--- src/rtl/ps2_keyboard.sv ---
// ps2_keyboard: PS/2 keyboard receiver, Set-2 decoder and ASCII translator.
// Synchronizes and filters the raw PS/2 lines, assembles 11-bit frames,
// tracks shift/ctrl/caps lock and holds ascii_key non-zero while a key is down.
// Optional feature macro: PS2_PARITY_CHECK_EN (drop frames with bad parity).
module ps2_keyboard #(
  parameter int FILTER_LEN     = 8,
  parameter int TIMEOUT_CYCLES = 200000
) (
  input  logic       clk,
  input  logic       rst,
  input  logic       ps2_clk,
  input  logic       ps2_data,
  output logic [7:0] ascii_key,
  output logic [7:0] scan_code,
  output logic       byte_valid,
  output logic       frame_err,
  output logic       shift,
  output logic       ctrl,
  output logic       caps_lock
);

  localparam int              FCW       = $clog2(FILTER_LEN + 1);
  localparam logic [FCW-1:0]  FILT_LAST = FCW'(FILTER_LEN - 1);
  localparam logic [31:0]     TO_LAST   = 32'(TIMEOUT_CYCLES - 1);

  typedef enum logic [1:0] {IDLE, DATA, PARITY, STOP} state_t;

  logic           clk_s1, clk_s2, dat_s1, dat_s2;
  logic           filt_clk;
  logic [FCW-1:0] filt_cnt;
  logic           fall;

  state_t         state;
  logic [2:0]     bit_cnt;
  logic [7:0]     shreg;
  logic           par_bit;
  logic [31:0]    to_cnt;
  logic           parity_odd;
  logic           parity_ok;

  logic           ext, brk;
  logic           caps_held;
  logic [8:0]     held_code;
  logic [7:0]     xlat;

  // Two-stage synchronizers for both raw PS/2 lines (idle high).
  always_ff @(posedge clk) begin
    if (rst) begin
      clk_s1 <= 1'b1;
      clk_s2 <= 1'b1;
      dat_s1 <= 1'b1;
      dat_s2 <= 1'b1;
    end else begin
      clk_s1 <= ps2_clk;
      clk_s2 <= clk_s1;
      dat_s1 <= ps2_data;
      dat_s2 <= dat_s1;
    end
  end

  // Glitch filter: level follows only after FILTER_LEN consecutive differing samples.
  always_ff @(posedge clk) begin
    if (rst) begin
      filt_clk <= 1'b1;
      filt_cnt <= '0;
      fall     <= 1'b0;
    end else begin
      fall <= 1'b0;
      if (clk_s2 == filt_clk) begin
        filt_cnt <= '0;
      end else if (filt_cnt == FILT_LAST) begin
        filt_clk <= clk_s2;
        filt_cnt <= '0;
        fall     <= ~clk_s2;
      end else begin
        filt_cnt <= filt_cnt + 1'b1;
      end
    end
  end

  assign parity_odd = ^{shreg, par_bit};
`ifdef PS2_PARITY_CHECK_EN
  assign parity_ok = parity_odd;
`else
  // Parity is still sampled so the frame shape is identical, but it never rejects.
  assign parity_ok = 1'b1 | parity_odd;
`endif

  // Frame assembly FSM with inactivity timeout.
  always_ff @(posedge clk) begin
    if (rst) begin
      state      <= IDLE;
      bit_cnt    <= '0;
      shreg      <= '0;
      par_bit    <= 1'b0;
      to_cnt     <= '0;
      scan_code  <= '0;
      byte_valid <= 1'b0;
      frame_err  <= 1'b0;
    end else begin
      byte_valid <= 1'b0;
      frame_err  <= 1'b0;
      if (state == IDLE || fall)
        to_cnt <= '0;
      else
        to_cnt <= to_cnt + 32'd1;

      if (state != IDLE && !fall && to_cnt == TO_LAST) begin
        state     <= IDLE;
        frame_err <= 1'b1;
      end else begin
        case (state)
          IDLE: begin
            if (fall && !dat_s2) begin
              state   <= DATA;
              bit_cnt <= '0;
            end
          end
          DATA: begin
            if (fall) begin
              shreg   <= {dat_s2, shreg[7:1]};
              bit_cnt <= bit_cnt + 3'd1;
              if (bit_cnt == 3'd7)
                state <= PARITY;
            end
          end
          PARITY: begin
            if (fall) begin
              par_bit <= dat_s2;
              state   <= STOP;
            end
          end
          STOP: begin
            if (fall) begin
              state <= IDLE;
              if (dat_s2 && parity_ok) begin
                scan_code  <= shreg;
                byte_valid <= 1'b1;
              end else begin
                frame_err <= 1'b1;
              end
            end
          end
          default: state <= IDLE;
        endcase
      end
    end
  end

  function automatic logic [7:0] letter_lc(input logic [7:0] c);
    case (c)
      8'h1C: return 8'h61;  8'h32: return 8'h62;  8'h21: return 8'h63;
      8'h23: return 8'h64;  8'h24: return 8'h65;  8'h2B: return 8'h66;
      8'h34: return 8'h67;  8'h33: return 8'h68;  8'h43: return 8'h69;
      8'h3B: return 8'h6A;  8'h42: return 8'h6B;  8'h4B: return 8'h6C;
      8'h3A: return 8'h6D;  8'h31: return 8'h6E;  8'h44: return 8'h6F;
      8'h4D: return 8'h70;  8'h15: return 8'h71;  8'h2D: return 8'h72;
      8'h1B: return 8'h73;  8'h2C: return 8'h74;  8'h3C: return 8'h75;
      8'h2A: return 8'h76;  8'h1D: return 8'h77;  8'h22: return 8'h78;
      8'h35: return 8'h79;  8'h1A: return 8'h7A;
      default: return 8'h00;
    endcase
  endfunction

  function automatic logic [7:0] glyph(input logic [7:0] c, input logic sh);
    case (c)
      8'h16: return sh ? 8'h21 : 8'h31;
      8'h1E: return sh ? 8'h40 : 8'h32;
      8'h26: return sh ? 8'h23 : 8'h33;
      8'h25: return sh ? 8'h24 : 8'h34;
      8'h2E: return sh ? 8'h25 : 8'h35;
      8'h36: return sh ? 8'h5E : 8'h36;
      8'h3D: return sh ? 8'h26 : 8'h37;
      8'h3E: return sh ? 8'h2A : 8'h38;
      8'h46: return sh ? 8'h28 : 8'h39;
      8'h45: return sh ? 8'h29 : 8'h30;
      8'h0E: return sh ? 8'h7E : 8'h60;
      8'h4E: return sh ? 8'h5F : 8'h2D;
      8'h55: return sh ? 8'h2B : 8'h3D;
      8'h54: return sh ? 8'h7B : 8'h5B;
      8'h5B: return sh ? 8'h7D : 8'h5D;
      8'h5D: return sh ? 8'h7C : 8'h5C;
      8'h4C: return sh ? 8'h3A : 8'h3B;
      8'h52: return sh ? 8'h22 : 8'h27;
      8'h41: return sh ? 8'h3C : 8'h2C;
      8'h49: return sh ? 8'h3E : 8'h2E;
      8'h4A: return sh ? 8'h3F : 8'h2F;
      8'h29: return 8'h20;
      8'h5A: return 8'h0D;
      8'h66: return 8'h08;
      8'h0D: return 8'h09;
      8'h76: return 8'h1B;
      default: return 8'h00;
    endcase
  endfunction

  function automatic logic [7:0] ext_glyph(input logic [7:0] c);
    case (c)
      8'h5A: return 8'h0D;
      8'h4A: return 8'h2F;
      8'h75: return 8'h11;
      8'h72: return 8'h12;
      8'h6B: return 8'h13;
      8'h74: return 8'h14;
      default: return 8'h00;
    endcase
  endfunction

  // Translation of the current byte under the current modifier state.
  always_comb begin
    xlat = 8'h00;
    if (ext) begin
      xlat = ext_glyph(scan_code);
    end else if (letter_lc(scan_code) != 8'h00) begin
      if (ctrl)
        xlat = letter_lc(scan_code) - 8'h60;
      else if (shift ^ caps_lock)
        xlat = letter_lc(scan_code) - 8'h20;
      else
        xlat = letter_lc(scan_code);
    end else begin
      xlat = glyph(scan_code, shift);
    end
  end

  // Byte decoder: prefix flags, modifiers, and the held-key level on ascii_key.
  always_ff @(posedge clk) begin
    if (rst) begin
      ascii_key <= '0;
      held_code <= '0;
      shift     <= 1'b0;
      ctrl      <= 1'b0;
      caps_lock <= 1'b0;
      caps_held <= 1'b0;
      ext       <= 1'b0;
      brk       <= 1'b0;
    end else if (byte_valid) begin
      if (scan_code == 8'hE0) begin
        ext <= 1'b1;
      end else if (scan_code == 8'hF0) begin
        brk <= 1'b1;
      end else begin
        ext <= 1'b0;
        brk <= 1'b0;
        if (!ext && (scan_code == 8'h12 || scan_code == 8'h59)) begin
          shift <= ~brk;
        end else if (scan_code == 8'h14) begin
          ctrl <= ~brk;
        end else if (!ext && scan_code == 8'h58) begin
          if (brk) begin
            caps_held <= 1'b0;
          end else begin
            if (!caps_held)
              caps_lock <= ~caps_lock;
            caps_held <= 1'b1;
          end
        end else if (brk) begin
          // Releasing a key other than the most recent one leaves ascii_key alone.
          if ({ext, scan_code} == held_code)
            ascii_key <= 8'h00;
        end else if (xlat != 8'h00) begin
          ascii_key <= xlat;
          held_code <= {ext, scan_code};
        end
      end
    end
  end

endmodule
--- config.mk ---
export PLATFORM = sky130hd
export DESIGN_NAME = ps2_keyboard
export DESIGN_NICKNAME = d
export VERILOG_FILES = /design/src/rtl/ps2_keyboard.sv
export SDC_FILE = /design/constraint.sdc
export NUM_CORES = 1
export LEC_CHECK = 0
export CAP_MARGIN = 20
export CORE_ASPECT_RATIO = 1.5
export CORE_MARGIN = 2
export CORE_UTILIZATION = 68
export CTS_BUF_LIST = sky130_fd_sc_hd__clkbuf_2 sky130_fd_sc_hd__clkbuf_4 sky130_fd_sc_hd__clkbuf_8
export DETAILED_ROUTE_END_ITERATION = 8
export PLACE_DENSITY = 0.88
export SLEW_MARGIN = 20
export SYNTH_ARGS = -nofsm -noshare
export SYNTH_HDL_FRONTEND = slang
export SYNTH_MEMORY_MAX_BITS = 65536
export SYNTH_SLANG_ARGS = --single-unit
--- constraint.sdc ---
create_clock -name clk -period 7.6 [get_ports clk]
set_input_delay 0.76 -clock clk [delete_from_list [all_inputs] [get_ports clk]]
set_output_delay 0.76 -clock clk [all_outputs]
set_load 0.02 [all_outputs]
Word-level counts from Yosys, hierarchy flattened
Memory sizes are Yosys's and may differ from the RTL's. A register that Yosys moved wholly into a read port is not among the register bits.
Cells that the tools add are included.
{"block": "totals", "ff_bits": 88, "romBits": 3584, "inputBits": 4, "out_inout_bits": 21, "word_cells": 199, "n_memories": 4}
{"memory": "(no name shown)", "words": 128, "width": 7, "rd": 1, "rd_ports_with_merged_regs": 1, "wr": 0, "line_no": "151", "text": "case (c)"}
{"memory": "(no name shown)", "words": 128, "width": 7, "rd": 1, "rd_ports_with_merged_regs": 1, "wr": 0, "line_no": "151"}
{"memory": "(no name shown)", "words": 128, "width": 7, "rd": 1, "rd_ports_with_merged_regs": 1, "wr": 0, "line_no": "151"}
{"memory": "(no name shown)", "words": 128, "width": 7, "rd": 1, "rd_ports_with_merged_regs": 1, "wr": 0, "line_no": "151"}
{"block": "op_classes", "addsub": 5, "eq_ne": 51, "mux": 68, "bitwise_logic": 15, "reduce_logical": 34}
{"operator": "$pmux W7 S26", "n": 1}
{"operator": "$eq A8 B7 Y1 const B", "n": 21}
{"operator": "$mux W8", "n": 19}
{"operator": "$mux W7", "n": 11}
{"operator": "$mux W5", "n": 13}
{"operator": "$eq A8 B6 Y1 const B", "n": 7}
{"operator": "$pmux W6 S6", "n": 1}
{"operator": "$add A32 B1 Y32 const B", "n": 1}
{"operator": "$eq A32 B18 Y1 const B", "n": 1}
{"operator": "$eq A8 B5 Y1 const B", "n": 4}
{"operator": "$reduce_and A8 Y1", "n": 3}
{"operator": "$mux W6", "n": 3}
{"operator": "$eq A8 B4 Y1 const B", "n": 2}
{"operator": "$eq A8 B8 Y1 const B", "n": 2}
{"operator": "$reduce_bool A8 Y1", "n": 2}
{"operator": "$not A1 Y1", "n": 14}
{"operator": "$reduce_and A4 Y1", "n": 3}
{"operator": "$mux W1", "n": 10}
{"operator": "$mux W2", "n": 5}
{"operator": "$ne A2 B2 Y1 const B", "n": 5}
{"operator": "$reduce_and A5 Y1", "n": 2}
{"operator": "$eq A9 B9 Y1", "n": 1}
{"operator": "$mux W3", "n": 3}
{"operator": "$pmux W2 S4", "n": 1}
{"operator": "23 further kinds", "n": 38}

Depth between registers and ports, before layout
{"block": "depth", "depth_word": 13, "depth_mapped": 13, "mapped_depth_nobuf": 12}

Worst setup path after synthesis
Ideal clock, no wire load.
{"block": "synth_timing", "kind": "flip-flop to flip-flop", "from": "register state[0]", "to": "register (tool-made name)", "setup_time_ps": 131, "arrival_time_ps": 2509, "t_required_ps": 7469, "path_slack_ps": 4959, "path_stages_with_launch": 12, "path_buffers": 0, "synth_period_minus_slack_ps": 2641, "cell_sequence": "dfxtp_1 > ha_1 > nand3_2 > mux2i_1 > nor2_1 > inv_1 > ha_1 > mux4_2 > a21oi_1 > nor2_1 > a31oi_1 > o21ai_0"}
{"item": "start: declaration", "line_no": "33", "text": "state_t state;"}
{"item": "start signal: assignment", "line_no": "92", "text": "state <= IDLE;"}
{"item": "start signal: assignment", "line_no": "109", "text": "state <= IDLE;"}
{"item": "start signal: assignment", "line_no": "115", "text": "state <= DATA;"}

Worst setup path in the final report
{"block": "layout_timing", "from": "register scan_code[6]", "to": "register held_code[5]"}
{"block": "layout_via", "elab_chain_len": 6, "elab_cells_between_ends": 50, "cone_classes": "eq/ne: 36; mux: 4; bitwise: 5; reduce/logical: 5"}
{"item": "start: declaration", "line_no": "14", "text": "output logic [7:0] scan_code,"}
{"item": "start signal: assignment", "line_no": "137", "text": "scan_code <= shreg;"}
{"item": "$eq A8 B7 Y1 (tied with other cells)", "line_no": "166", "text": "case (c)"}
{"item": "$pmux W7 S26", "line_no": "166"}
{"item": "$mux W8", "line_no": "214", "text": "end else if (letter_lc(scan_code) != 8'h00) begin"}
{"item": "$mux W8", "line_no": "212", "text": "if (ext) begin"}
{"item": "$reduce_bool A8 Y1", "line_no": "261", "text": "end else if (xlat != 8'h00) begin"}
{"item": "$reduce_and A8 Y1 (no line) *"}
{"item": "end signal: assignment", "line_no": "263", "text": "held_code <= {ext, scan_code};"}
{"item": "end: declaration", "line_no": "43", "text": "logic [8:0] held_code;"}
Mark *: on every way between the ends. The rest lies on a longest branch, timed or not.
A chain may end at the register's enable or synchronous reset.

==> results.yml <==
cts:
  cts_tree: "yes"
  root_buffer: "clkbuf_8"
  cts_made_buffers: 9
  clock_tree.htree_level_count: 3
  clk_latency_ps: 370
  clock_path_buffers: 2
  cts-resized-gates: 0
  postCtsSetupBuffers: 0
  clock-sinks: 94
  cts_hold_buf: 0
  clkSlewWorstSetupHoldPaths_ps: 90
critical_path:
  crit_fanout: 21
  r2r_cells: 9
  crit_required_ps: 7900
  cp-start-kind: "flop"
  cp.arrival_ps: 4010
  critPathKind: "reg2reg"
  endpoint_kind: "flop"
hold_path:
  holdPathStages: 1
  worstHoldPathType: "reg2reg"
floorplanning:
  die_w_um: 79.6
  num_io_pins: 25
  core.rowCount: 41
  die_h_um: 117
  core_um2: 8360
  start_util: 0.698
  dieArea_um2: 9350
synth:
  async_flop_share: 0
  synth_top_family_by_area: "simple AND/OR/NAND/NOR gates"
  synth-simple-area-share: 0.284
  netlist_area_um2: 5830
  synthTopCellsByArea: "dfxtp_1, nor2_1, nand2_1"
  synth-compound-area-share: 0.151
  synth_mux_area_frac: 0.0453
  synth-seq-area-share: 0.323
  synth_seq_cells: 94
  synth-edff-count: 0
  yosysWarningCount: 0
  synth_top_cell_area_share: 0.323
  synth_area_per_cell_um2: 8.15
  ys.flop_type: "dfxtp_1"
  netlist_top_cells_count: "dfxtp_1, nor2_1, nand2_1, a21oi_1, nand3_1"
  syn_nets: 737
  synth_cell_types: 82
  synth_area_leader_cell: "dfxtp_1"
  synth_xor_area_frac: 0.0706
  yosysMostFrequentCell: "dfxtp_1"
  synth_adder_area_share: 0.0365
  synth_cells: 716
placed_design:
  port_buffers: 24
  dp_hpwl_um: 11300
  gp_congestion: 1.07
route:
  vias_per_cell: 6.55
  drt-initial-drc-count: 539
  wl_per_cell_um: 19.1
  vias: 5400
  drt-total-wl_um: 15700
  drc: 0
  first_pass_iters: 5
  ant_nets: 0
sta:
  hold_viol: 0
  report.final.slew_viol_count: 0
  min_period_over_period: 0.489
  worstMarginPinSlew_ps: 1030
  slew_headroom: 0.314
  skew_ps: 9.01
  finalCriticalPeriod_ps: 3710
  fin_tns_setup_ps: 0
  rsz0062_at_grt: "no"
  max_freq_ghz: 0.269
  finalSetupViolCount: 0
layout:
  multi_input_area_um2: 3430
  nets: 733
  utilization: 0.724
  fill_cells: 642
  syn_to_final_growth_pct: 3.75
  seqCellArea_um2: 1880
  drive_gt1_frac: 0.0753
  antenna_cells: 0
global_routing:
  antenna_found_initial: 0
  grt_max_degree: 43
  grt_overflow: 0
  grt_pass1_vias: 5005
  grt_pass1_wl_um: 25000
  grtUsageTotal: 0.339
job:
  cap_violations: 0
power_and_ir_drop:
  leakage_nw: 2.12
  cellPowerDensity_nw_per_um2: 139
  max-vdd-ir-drop_mv: 0.155
status:
  status: "finished, final reports clean"
stage by stage:
| stage | instances | hold WS, ps | total power [mW] | worst slack (ps) | cell area [um2] |
|---|---|---|---|---|---|
| floorplan | 716 | 389 | 0.537 | 4960 | 5830 |
| CTS | 824 | 414 | 0.847 | 3970 | 6050 |
| global placement | 808 | 396 | 0.542 | 3930 | 5870 |
| detailed placement | 808 | 397 | 0.545 | 3890 | 5870 |
| global route | 824 | 430 | 0.871 | 3740 | 6050 |
| finish | 824 | 417 | 0.842 | 3890 | 6050 |
cell usage in the layout (no fill, tap or decap), drive strengths merged, types with 4 or more instances in the layout:
cell type and count:
a211oi 4, xor2 29, nand4 15, nor4bb 7
nor3 15, nand2 76, dfxtp 94, o2111ai 5
o21ai 22, ha 17, a31oi 10, nor4b 6
nor4 10, mux2i 23, buf 8, nor2b 6
clkdlybuf4s50 24, a21o 4, o22ai 7, nor2 91
clkbuf 11, and3 11, nand3 38, or3 5
a32oi 5, inv 35, a21oi 42, and2 4
or2 11, o211ai 4, xnor2 18, nor3b 9
area by class of cell:
cell class / count / area share
clock inverters: 5 / 0.00724
repair buffers: 32 / 0.0496
flip-flops and latches: 94 / 0.311
multi-input cells: 541 / 0.566
clock buffers: 11 / 0.0229
inverters: 34 / 0.0211
well taps: 107 / 0.0221
worst paths after layout:
| check | startpoint | endpoint | slack, ps |
|---|---|---|---|
| worst max-delay path | scan_code[6] | held_code[5] | 3890 |
| worst min-delay path | clk_s1 | clk_s2 | 420 |
| worst max register to register | scan_code[6] | held_code[5] | 3890 |
| worst min register to register | clk_s1 | clk_s2 | 420 |
cell families (layout without fill, tap and decap cells):
family / Yosys count / count (layout)
fa+ha+maj: 17 / 17
compound gates: 133 / 133
mux: 25 / 25
simple gates: 319 / 319
buf+inv: 81 / 82
flops: 94 / 94
xor+xnor: 47 / 47
critical path, stage by stage, from the launching register on:
cell,delay [ps]
dfxtp_1,880
nor4bb_1,360
buf_4,250
nand3_1,200
a32oi_1,400
o31ai_1,190
o2111ai_1,130
nor4_2,90
a211oi_2,840
mux2i_1,280
flip-flops by register name (all words and copies together) (netlist names), 2 cells and up, named ones only:
register,cells
to_cnt,32
ascii_key,8
state,2
shreg,8
scan_code,8
bit_cnt,3
held_code,9
filt_cnt,4
per-layer routing:
| metal | wire length, um | vias to the layer above | part of all wire | track usage |
|---|---|---|---|---|
| li1 | - | 2511 | - | - |
| met1 | 5650 | 2517 | 0.36 | 0.367 |
| met2 | 8140 | 278 | 0.52 | 0.596 |
| met3 | 829 | 94 | 0.053 | 0.0477 |
| met4 | 1130 | 0 | 0.072 | 0.222 |
| met5 | 0 | - | 0 | 0 |
report_power, final:
part           switching [mW]  internal (mW)
Clock                   0.179          0.130
Sequential            0.00289          0.495
Combinational          0.0243         0.0102
Total                   0.207          0.636
(Power assumes the default switching activity.)
